==> config.mk <==
export PLATFORM = sky130hd
export DESIGN_NAME = pc_sequencer
export DESIGN_NICKNAME = d
export VERILOG_FILES = /design/src/rtl/pc_sequencer.sv
export SDC_FILE = /design/constraint.sdc
export NUM_CORES = 1
export LEC_CHECK = 0
export ABC_AREA = 1
export CORE_MARGIN = 10
export CORE_UTILIZATION = 60
export CTS_CLUSTER_DIAMETER = 60
export DETAILED_ROUTE_END_ITERATION = 10
export DONT_BUFFER_PORTS = 1
export GPL_TIMING_DRIVEN = 0
export PLACE_DENSITY = 0.79
export SYNTH_ARGS = -nofsm -noshare
export SYNTH_HDL_FRONTEND = slang
export SYNTH_SLANG_ARGS = --single-unit
==> constraint.sdc <==
create_clock -name clk -period 3.73 [get_ports clk]
set_clock_uncertainty 0.15 [all_clocks]
set_input_delay 0.373 -clock clk [delete_from_list [all_inputs] [get_ports clk]]
set_output_delay 0.373 -clock clk [all_outputs]
set_load 0.05 [all_outputs]
==> src/rtl/pc_sequencer.sv <==
// pc_sequencer -- program-counter sequencer for a single-cycle LEGv8-style datapath.
//
// Selects the next PC from the encoded branch mode. The options are sequential,
// PC-relative (B, CBZ, CBNZ, BL), or register-indirect (BR). It also produces
// the link-register write-back for BL and keeps a sticky flag for misaligned
// indirect targets.
//
// Optional feature macro: PC_RAS_EN
//   When defined, a circular return-address stack of RAS_DEPTH entries is added.
//   BL pushes onto it and mode 6 (RET) pops from it. Without the macro,
//   mode 6 behaves as SEQ.
//
// Ports:
//   clk          in   rising-edge clock
//   reset        in   asynchronous active-high reset
//   stall        in   hold PC / link / stack and suppress flag updates
//   br_mode      in   [2:0] 0 SEQ,1 B,2 CBZ,3 CBNZ,4 BR,5 BL,6 RET,7 reserved
//   z_flag       in   ALU zero flag of the current instruction
//   br_offset    in   [OFFSET_W-1:0] signed word offset
//   br_reg       in   [ADDR_W-1:0] register operand for BR / empty-stack RET
//   pc           out  [ADDR_W-1:0] current PC (registered)
//   pc_plus4     out  [ADDR_W-1:0] pc + 4 (combinational)
//   taken        out  current instruction redirects the PC (combinational)
//   link_data    out  [ADDR_W-1:0] X30 write-back value (registered)
//   link_we      out  one-cycle write pulse following a non-stalled BL
//   misalign_err out  sticky: a misaligned indirect target was taken
module pc_sequencer #(
    parameter int unsigned        ADDR_W       = 64,
    parameter logic [ADDR_W-1:0]  RESET_VECTOR = {ADDR_W{1'b0}},
    parameter int unsigned        OFFSET_W     = 26,
    parameter int unsigned        RAS_DEPTH    = 4
) (
    input  logic                clk,
    input  logic                reset,
    input  logic                stall,
    input  logic [2:0]          br_mode,
    input  logic                z_flag,
    input  logic [OFFSET_W-1:0] br_offset,
    input  logic [ADDR_W-1:0]   br_reg,
    output logic [ADDR_W-1:0]   pc,
    output logic [ADDR_W-1:0]   pc_plus4,
    output logic                taken,
    output logic [ADDR_W-1:0]   link_data,
    output logic                link_we,
    output logic                misalign_err
);

    localparam logic [2:0] MODE_B    = 3'd1;
    localparam logic [2:0] MODE_CBZ  = 3'd2;
    localparam logic [2:0] MODE_CBNZ = 3'd3;
    localparam logic [2:0] MODE_BR   = 3'd4;
    localparam logic [2:0] MODE_BL   = 3'd5;
`ifdef PC_RAS_EN
    localparam logic [2:0] MODE_RET  = 3'd6;
`endif
    localparam logic [ADDR_W-1:0] PC_STEP = ADDR_W'(64'd4);

    // Stack depth must be a power of two so that pointer wrap is free.
    if ((RAS_DEPTH < 2) || ((RAS_DEPTH & (RAS_DEPTH - 1)) != 0)) begin : g_bad_depth
        $error("pc_sequencer: RAS_DEPTH must be a power of two and at least 2");
    end

    logic [ADDR_W-1:0] pc_q, pc_d;
    logic [ADDR_W-1:0] link_data_q, link_data_d;
    logic              link_we_q, link_we_d;
    logic              misalign_q, misalign_d;

    logic [ADDR_W-1:0] pc_plus4_s;
    logic [ADDR_W-1:0] off_ext_s;
    logic [ADDR_W-1:0] rel_s;
    logic [ADDR_W-1:0] br_tgt_s;
    logic [ADDR_W-1:0] target_s;
    logic              taken_s;
    logic              mis_set_s;
    logic              push_s;

`ifdef PC_RAS_EN
    localparam int unsigned PTR_W = $clog2(RAS_DEPTH);
    localparam int unsigned CNT_W = $clog2(RAS_DEPTH + 1);
    localparam logic [PTR_W-1:0] PTR_ONE  = PTR_W'(1);
    localparam logic [CNT_W-1:0] CNT_ONE  = CNT_W'(1);
    localparam logic [CNT_W-1:0] CNT_FULL = CNT_W'(RAS_DEPTH);

    logic [ADDR_W-1:0] ras_q [RAS_DEPTH];
    logic [PTR_W-1:0]  top_q, top_d;     // next free slot; top entry sits at top_q-1
    logic [CNT_W-1:0]  cnt_q, cnt_d;
    logic              pop_s;
    logic              ras_we_s;
`endif

    assign pc_plus4_s = pc_q + PC_STEP;
    // Sign-extend the word offset; the size cast keeps signedness so it extends.
    assign off_ext_s  = ADDR_W'($signed(br_offset));
    assign rel_s      = pc_q + (off_ext_s << 2);
    assign br_tgt_s   = {br_reg[ADDR_W-1:2], 2'b00};

    // Branch decode: redirect decision, target and side-effect requests.
    always_comb begin
        taken_s   = 1'b0;
        target_s  = pc_plus4_s;
        mis_set_s = 1'b0;
        push_s    = 1'b0;
`ifdef PC_RAS_EN
        pop_s     = 1'b0;
`endif
        case (br_mode)
            MODE_B: begin
                taken_s  = 1'b1;
                target_s = rel_s;
            end
            MODE_CBZ: begin
                taken_s  = z_flag;
                target_s = rel_s;
            end
            MODE_CBNZ: begin
                taken_s  = !z_flag;
                target_s = rel_s;
            end
            MODE_BR: begin
                taken_s   = 1'b1;
                target_s  = br_tgt_s;
                mis_set_s = |br_reg[1:0];
            end
            MODE_BL: begin
                taken_s  = 1'b1;
                target_s = rel_s;
                push_s   = 1'b1;
            end
`ifdef PC_RAS_EN
            MODE_RET: begin
                taken_s = 1'b1;
                if (cnt_q != {CNT_W{1'b0}}) begin
                    target_s = ras_q[top_q - PTR_ONE];
                    pop_s    = 1'b1;
                end else begin
                    // Empty stack falls back to the register operand.
                    target_s  = br_tgt_s;
                    mis_set_s = |br_reg[1:0];
                end
            end
`endif
            default: begin
                taken_s  = 1'b0;
                target_s = pc_plus4_s;
            end
        endcase
    end

    // Next-state for PC, link register and sticky flag; stall freezes all.
    always_comb begin
        pc_d        = pc_q;
        link_data_d = link_data_q;
        link_we_d   = 1'b0;
        misalign_d  = misalign_q;
        if (!stall) begin
            pc_d       = taken_s ? target_s : pc_plus4_s;
            misalign_d = misalign_q | mis_set_s;
            if (push_s) begin
                link_data_d = pc_plus4_s;
                link_we_d   = 1'b1;
            end else begin
                link_data_d = link_data_q;
            end
        end else begin
            pc_d = pc_q;
        end
    end

    // Architectural state registers.
    always_ff @(posedge clk or posedge reset) begin
        if (reset) begin
            pc_q        <= RESET_VECTOR;
            link_data_q <= {ADDR_W{1'b0}};
            link_we_q   <= 1'b0;
            misalign_q  <= 1'b0;
        end else begin
            pc_q        <= pc_d;
            link_data_q <= link_data_d;
            link_we_q   <= link_we_d;
            misalign_q  <= misalign_d;
        end
    end

`ifdef PC_RAS_EN
    // Stack pointer/count update; a push when full overwrites the oldest slot.
    always_comb begin
        top_d    = top_q;
        cnt_d    = cnt_q;
        ras_we_s = 1'b0;
        if (!stall && push_s) begin
            ras_we_s = 1'b1;
            top_d    = top_q + PTR_ONE;
            cnt_d    = (cnt_q == CNT_FULL) ? cnt_q : cnt_q + CNT_ONE;
        end else if (!stall && pop_s) begin
            top_d = top_q - PTR_ONE;
            cnt_d = cnt_q - CNT_ONE;
        end else begin
            top_d = top_q;
        end
    end

    // Return-address stack storage and pointers.
    always_ff @(posedge clk or posedge reset) begin
        if (reset) begin
            top_q <= {PTR_W{1'b0}};
            cnt_q <= {CNT_W{1'b0}};
            for (int i = 0; i < int'(RAS_DEPTH); i++) begin
                ras_q[i] <= {ADDR_W{1'b0}};
            end
        end else begin
            top_q <= top_d;
            cnt_q <= cnt_d;
            if (ras_we_s) begin
                ras_q[top_q] <= pc_plus4_s;
            end else begin
                ras_q[top_q] <= ras_q[top_q];
            end
        end
    end
`endif

    assign pc           = pc_q;
    assign pc_plus4     = pc_plus4_s;
    assign taken        = taken_s;
    assign link_data    = link_data_q;
    assign link_we      = link_we_q;
    assign misalign_err = misalign_q;

endmodule

# Yosys cells after proc, flatten, opt, wreduce, memory -nomap -nowiden
# Cells that the tools add are included.
# Widths: inputs -> output; s select.
# classes
n_bitwise	2
n_reduce_logical	5
n_addsub	2
muxes	7
n_eq_ne	5
# op_table
op	n
$pmux 64 s2	1
$add 64x3->64 const B	1
$add 64x64->64	1
$mux 64	1
$eq 3x2->1 const B	2
$eq 3x3->1 const B	2
$mux 1	4
$reduce_or 4->1	1
$eq 3x1->1 const B	1
$pmux 1 s3	1
$reduce_or 3->1	1
$reduce_and 2->1	1
$reduce_or 2->1	1
$logic_not 1->1	1
$not 1->1	1
$or 1x1->1	1
# totals
register_bits	130
input_bits	97
word_cells	25
output_inout_bits	195

# Logic depth before layout (Yosys ltp)
# logic_depth
word_depth	4
ltp_mapped	17
ltp_nobuf	17

# Worst setup path before layout
# OpenSTA, ideal clock, no wires.
# synth_path
kind	register to register
from	reg pc_q[2], in the netlist pc[2]
to	reg pc_q[50], in the netlist pc[50]
t_required_ps	3507
setup_ps	73
arrival_ps	2875
period_less_slack_ps	3098
stages_incl_launch_ff	11
slack_ps	632
n_path_buf	0
path_cell_list	dfrtp_1 -> ha_1 -> nand3_1 -> nor2_2 -> nand3_2 -> nor2_1 -> xor2_1 -> nand2_1 -> nand2_1 -> inv_1 -> a21oi_2
# synth_via
elab_chain_cells	3
elab_cells_between_ends	4
classes_between	add/sub: 2; mux: 2
# synth_lines
item	line_no	text
start: declaration	63	logic [ADDR_W-1:0] pc_q, pc_d;
start signal: assignment	177	pc_q <= pc_d;
$add 64x3->64 (*)	91	assign pc_plus4_s = pc_q + PC_STEP;
named net pc_plus4[50]	41	output logic [ADDR_W-1:0] pc_plus4,
$pmux 64 s2	106	case (br_mode)
$mux 64 (*)	156	pc_d = taken_s ? target_s : pc_plus4_s;
# The timed path passes the listed nets; every way through them passes the cells marked *.
# A chain may end at the register's enable or synchronous reset.

# Worst setup path after layout
# layout_path
from	reg pc_q[2], in the netlist pc[2]
to	reg pc_q[56], in the netlist pc[56]
# layout_via
elab_chain_cells	3
elab_cells_between_ends	4
classes_between	add/sub: 2; mux: 2
# layout_lines
item	line_no
$add 64x3->64 / $add 64x64->64 (equally long branches)	91, 94
$pmux 64 s2	106
$mux 64 (*)	156
# Every way passes the cells marked *; elsewhere a longest branch is shown, timed or not.

==> reports/metrics.yaml <==
synthesis:
  ys_ff_latch: 126
  synth-seq-area-share_pct: 23.1
  synth-async-reset-ratio_pct: 100
  avgSynthCellArea_um2: 5.68
  synth_cell_types: 47
  yosysTopAreaCell: "nand2_1"
  synth_warnings: 0
  synth_top_cells_by_area: "nand2_1 (28%), dfrtp_1 (23%), inv_1 (10%), nor2_1 (6.1%), ha_1 (5.7%)"
  synth_ff_type: "dfrtp_1"
  netlist.area_leader.share_pct: 28.4
  syn_inst: 2403
  synth_edf_count: 0
  synth_area_mm2: 0.0137
route:
  routedWlPerCell_um: 21.1
  drtIter0Drc: 1920
  via_per_inst: 5.76
  drtAntennaViolNets: 0
  drcViolationCount: 0
  postRouteWirelength_um: 57700
  vias: 15767
  first_pass_iters: 6
flow_run:
  drv_cap: 0
floorplanning:
  die_width_um: 171
  fp.dieH_um: 171
  coreArea_mm2: 0.0225
  fp-row-count: 55
  dieArea_mm2: 0.0292
  io_pins: 292
  initial_utilization_pct: 60.7
critical_path:
  critPathCaptureType: "register"
  rr_startpoint: "pc[2]"
  r2r-end: "pc[56]"
  worstSetupPathType: "reg2reg"
  critical_path.startpoint: "pc[2]"
  cp.arrival_ps: 3880
  worstSetupEndpoint: "pc[56]"
  cp_max_fo: 7
  worstPathRequired_ps: 3930
  r2r_slack_ps: 50
  rr_worst_depth: 16
  startpoint_type: "register"
pwr:
  finalPower_uw: 9580
  powerDensity_mw_per_mm2: 633
  combPwrFrac_pct: 45.0
  ir_worst_vdd_mv: 0.388
  p_seq_share_pct: 36.8
  switching_share_pct: 58.4
  internal-power_uw: 3980
  p_leak_uw: 0.00837
  switchingPower_uw: 5590
  clkPwrFrac_pct: 18.2
clocking:
  root_buffer: "clkbuf_16"
  cts_max_level: 4
  clk_pin_slew_worst_paths_ps: 70
  clock-sinks: 126
  insertion_delay_ps: 430
  postCtsSetupRepairBufs: 0
  numCtsBuffers: 17
  cts_tree: "done"
  cts_buffer_depth: 2
sta:
  hold_ws_ps: 24.2
  drv_slew: 0
  setup_violations: 0
  worst_slew_pin_slew_ps: 1480
  final-hold-violation-count: 0
  rsz0062_at_grt: "no"
  max_freq_mhz: 272
  fin_crit_ps: 3680
  relSlewSlack_pct: 1.28
  fin_crit_sh_pct: 98.6
placed_design:
  io_buffers: 0
  dp_hpwl_um: 48500
  gp_congestion: 1.07
min_path:
  hp-class: "in2reg"
cells_and_area:
  n_fill_cell: 2197
  nets: 2595
  area_growth_pct: 10.8
  layout-drive-gt1-share_pct: 8.50
global_route:
  grt_max_degree: 45
  grt_pass1_vias: 14463
  antenna_found_initial: 4
  track_usage_pct: 38.0
  grt_pass1_wl_um: 84100
  grt_overflow: 0
run_status:
  status: "complete, no violations"
==> power by group through the flow <==
stage | combinational (uW) | clock (uW) | sequential [uW]
4_1_cts | 4200 | 1720 | 3480
3_5_place_dp | 4130 | 0 | 3480
2_1_floorplan | 3180 | 0 | 3170
3_3_place_gp | 4030 | 0 | 3470
6_report | 4310 | 1750 | 3520
5_1_grt | 4720 | 1800 | 3540
==> registers in the layout, indices dropped and copies added, names as in the netlist <==
register,cells
link_we,1
pc,62
misalign_err,1
link_data,62
==> final cells by class <==
cell class | count | area, um2 | area share, %
plain buffers | 56 | 241 | 1.60
clock inverters | 10 | 136 | 0.901
multi-input cells | 1849 | 9190 | 60.8
clock buffers | 22 | 474 | 3.13
well taps | 285 | 357 | 2.36
inverters | 377 | 1420 | 9.39
repair buffers | 8 | 96.3 | 0.637
flip-flops and latches | 126 | 3210 | 21.2
diodes | 3 | 7.51 | 0.0496
==> cells by family after synthesis <==
| group | Yosys count | share of synthesized area, % |
|---|---|---|
| compound gates | 213 | 8.64 |
| buf+inv | 433 | 12.1 |
| flops | 126 | 23.1 |
| other cells | 1 | 0.0275 |
| simple gates | 1512 | 46.3 |
| xor+xnor | 55 | 4.02 |
| fa+ha+maj | 63 | 5.83 |
==> critical path: stages (launching register included) <==
cell,delay (ps)
dfrtp_4,610
ha_1,330
inv_1,80
fa_1,350
inv_1,220
nand3_1,100
nand2_1,250
nand2_1,80
nand2_1,250
nand2_1,90
nand3_1,190
nand3_1,200
nand3_1,140
nand3_1,170
nand2_1,140
nand2_1,90
a21oi_1,140
==> per-layer routing <==
metal	up-vias	global-route usage, %	part of all wire, %
li1	7455	-	-
met1	7069	44.7	36
met2	1036	59.2	43
met3	205	15.9	15
met4	2	17.7	5.5
met5	-	0	0.023
==> metrics by stage <==
stage | setup TNS, ps | util (%) | instances | area (um2) | worst slack (ps)
3_3_place_gp | -355 | 62.4 | 2693 | 14000 | -90.5
2_1_floorplan | 0 | - | 2408 | 13700 | 632
6_report | 0 | 67.2 | 2736 | 15100 | 51.7
4_1_cts | -0.925 | 66.8 | 2731 | 15000 | -0.925
3_5_place_dp | -574 | 62.7 | 2698 | 14100 | -148
5_1_grt | 0 | 67.2 | 2733 | 15100 | 1.54
==> repair_timing <==
item,in CTS,in global routing
setup endpoints to repair,42,24
endpoints found under the hold margin,88,0
hold buffers,1,0
resized for setup,39,40
==> cell usage after synthesis, drive strengths merged (2+ instances only) <==
library cell / n
nand2: 1044
dfrtp: 126
nor4: 8
clkinv: 3
a21oi: 150
xnor2: 16
a32o: 7
xor2: 39
buf: 14
nand3b: 2
clkbuf: 42
or2: 15
nor3: 32
nor2: 241
and2: 6
a22oi: 11
a31oi: 5
nand3: 138
ha: 62
o21bai: 5
inv: 374
nand4: 24
o21ai: 34
==> worst min-delay path by stage <==
stage	cells past startpoint	slack, ps	from	endpoint
6_report	2	20	br_reg[0]	misalign_err
5_1_grt	2	40	br_reg[0]	misalign_err
4_1_cts	2	20	br_reg[0]	misalign_err
3_5_place_dp	1	90	reset	link_data[12]
3_3_place_gp	2	440	br_reg[0]	misalign_err
2_1_floorplan	2	430	br_reg[0]	misalign_err
==> cell usage in the layout (no fill, tap or decap), drive strengths merged, types with 32 or more instances in the layout <==
master	count
dfrtp	126
nor3	32
nor2	241
nand2	1044
clkbuf	65
nand3	138
xor2	39
ha	62
a21oi	150
o21ai	34
inv	373
Power figures use the tool's default switching activity.
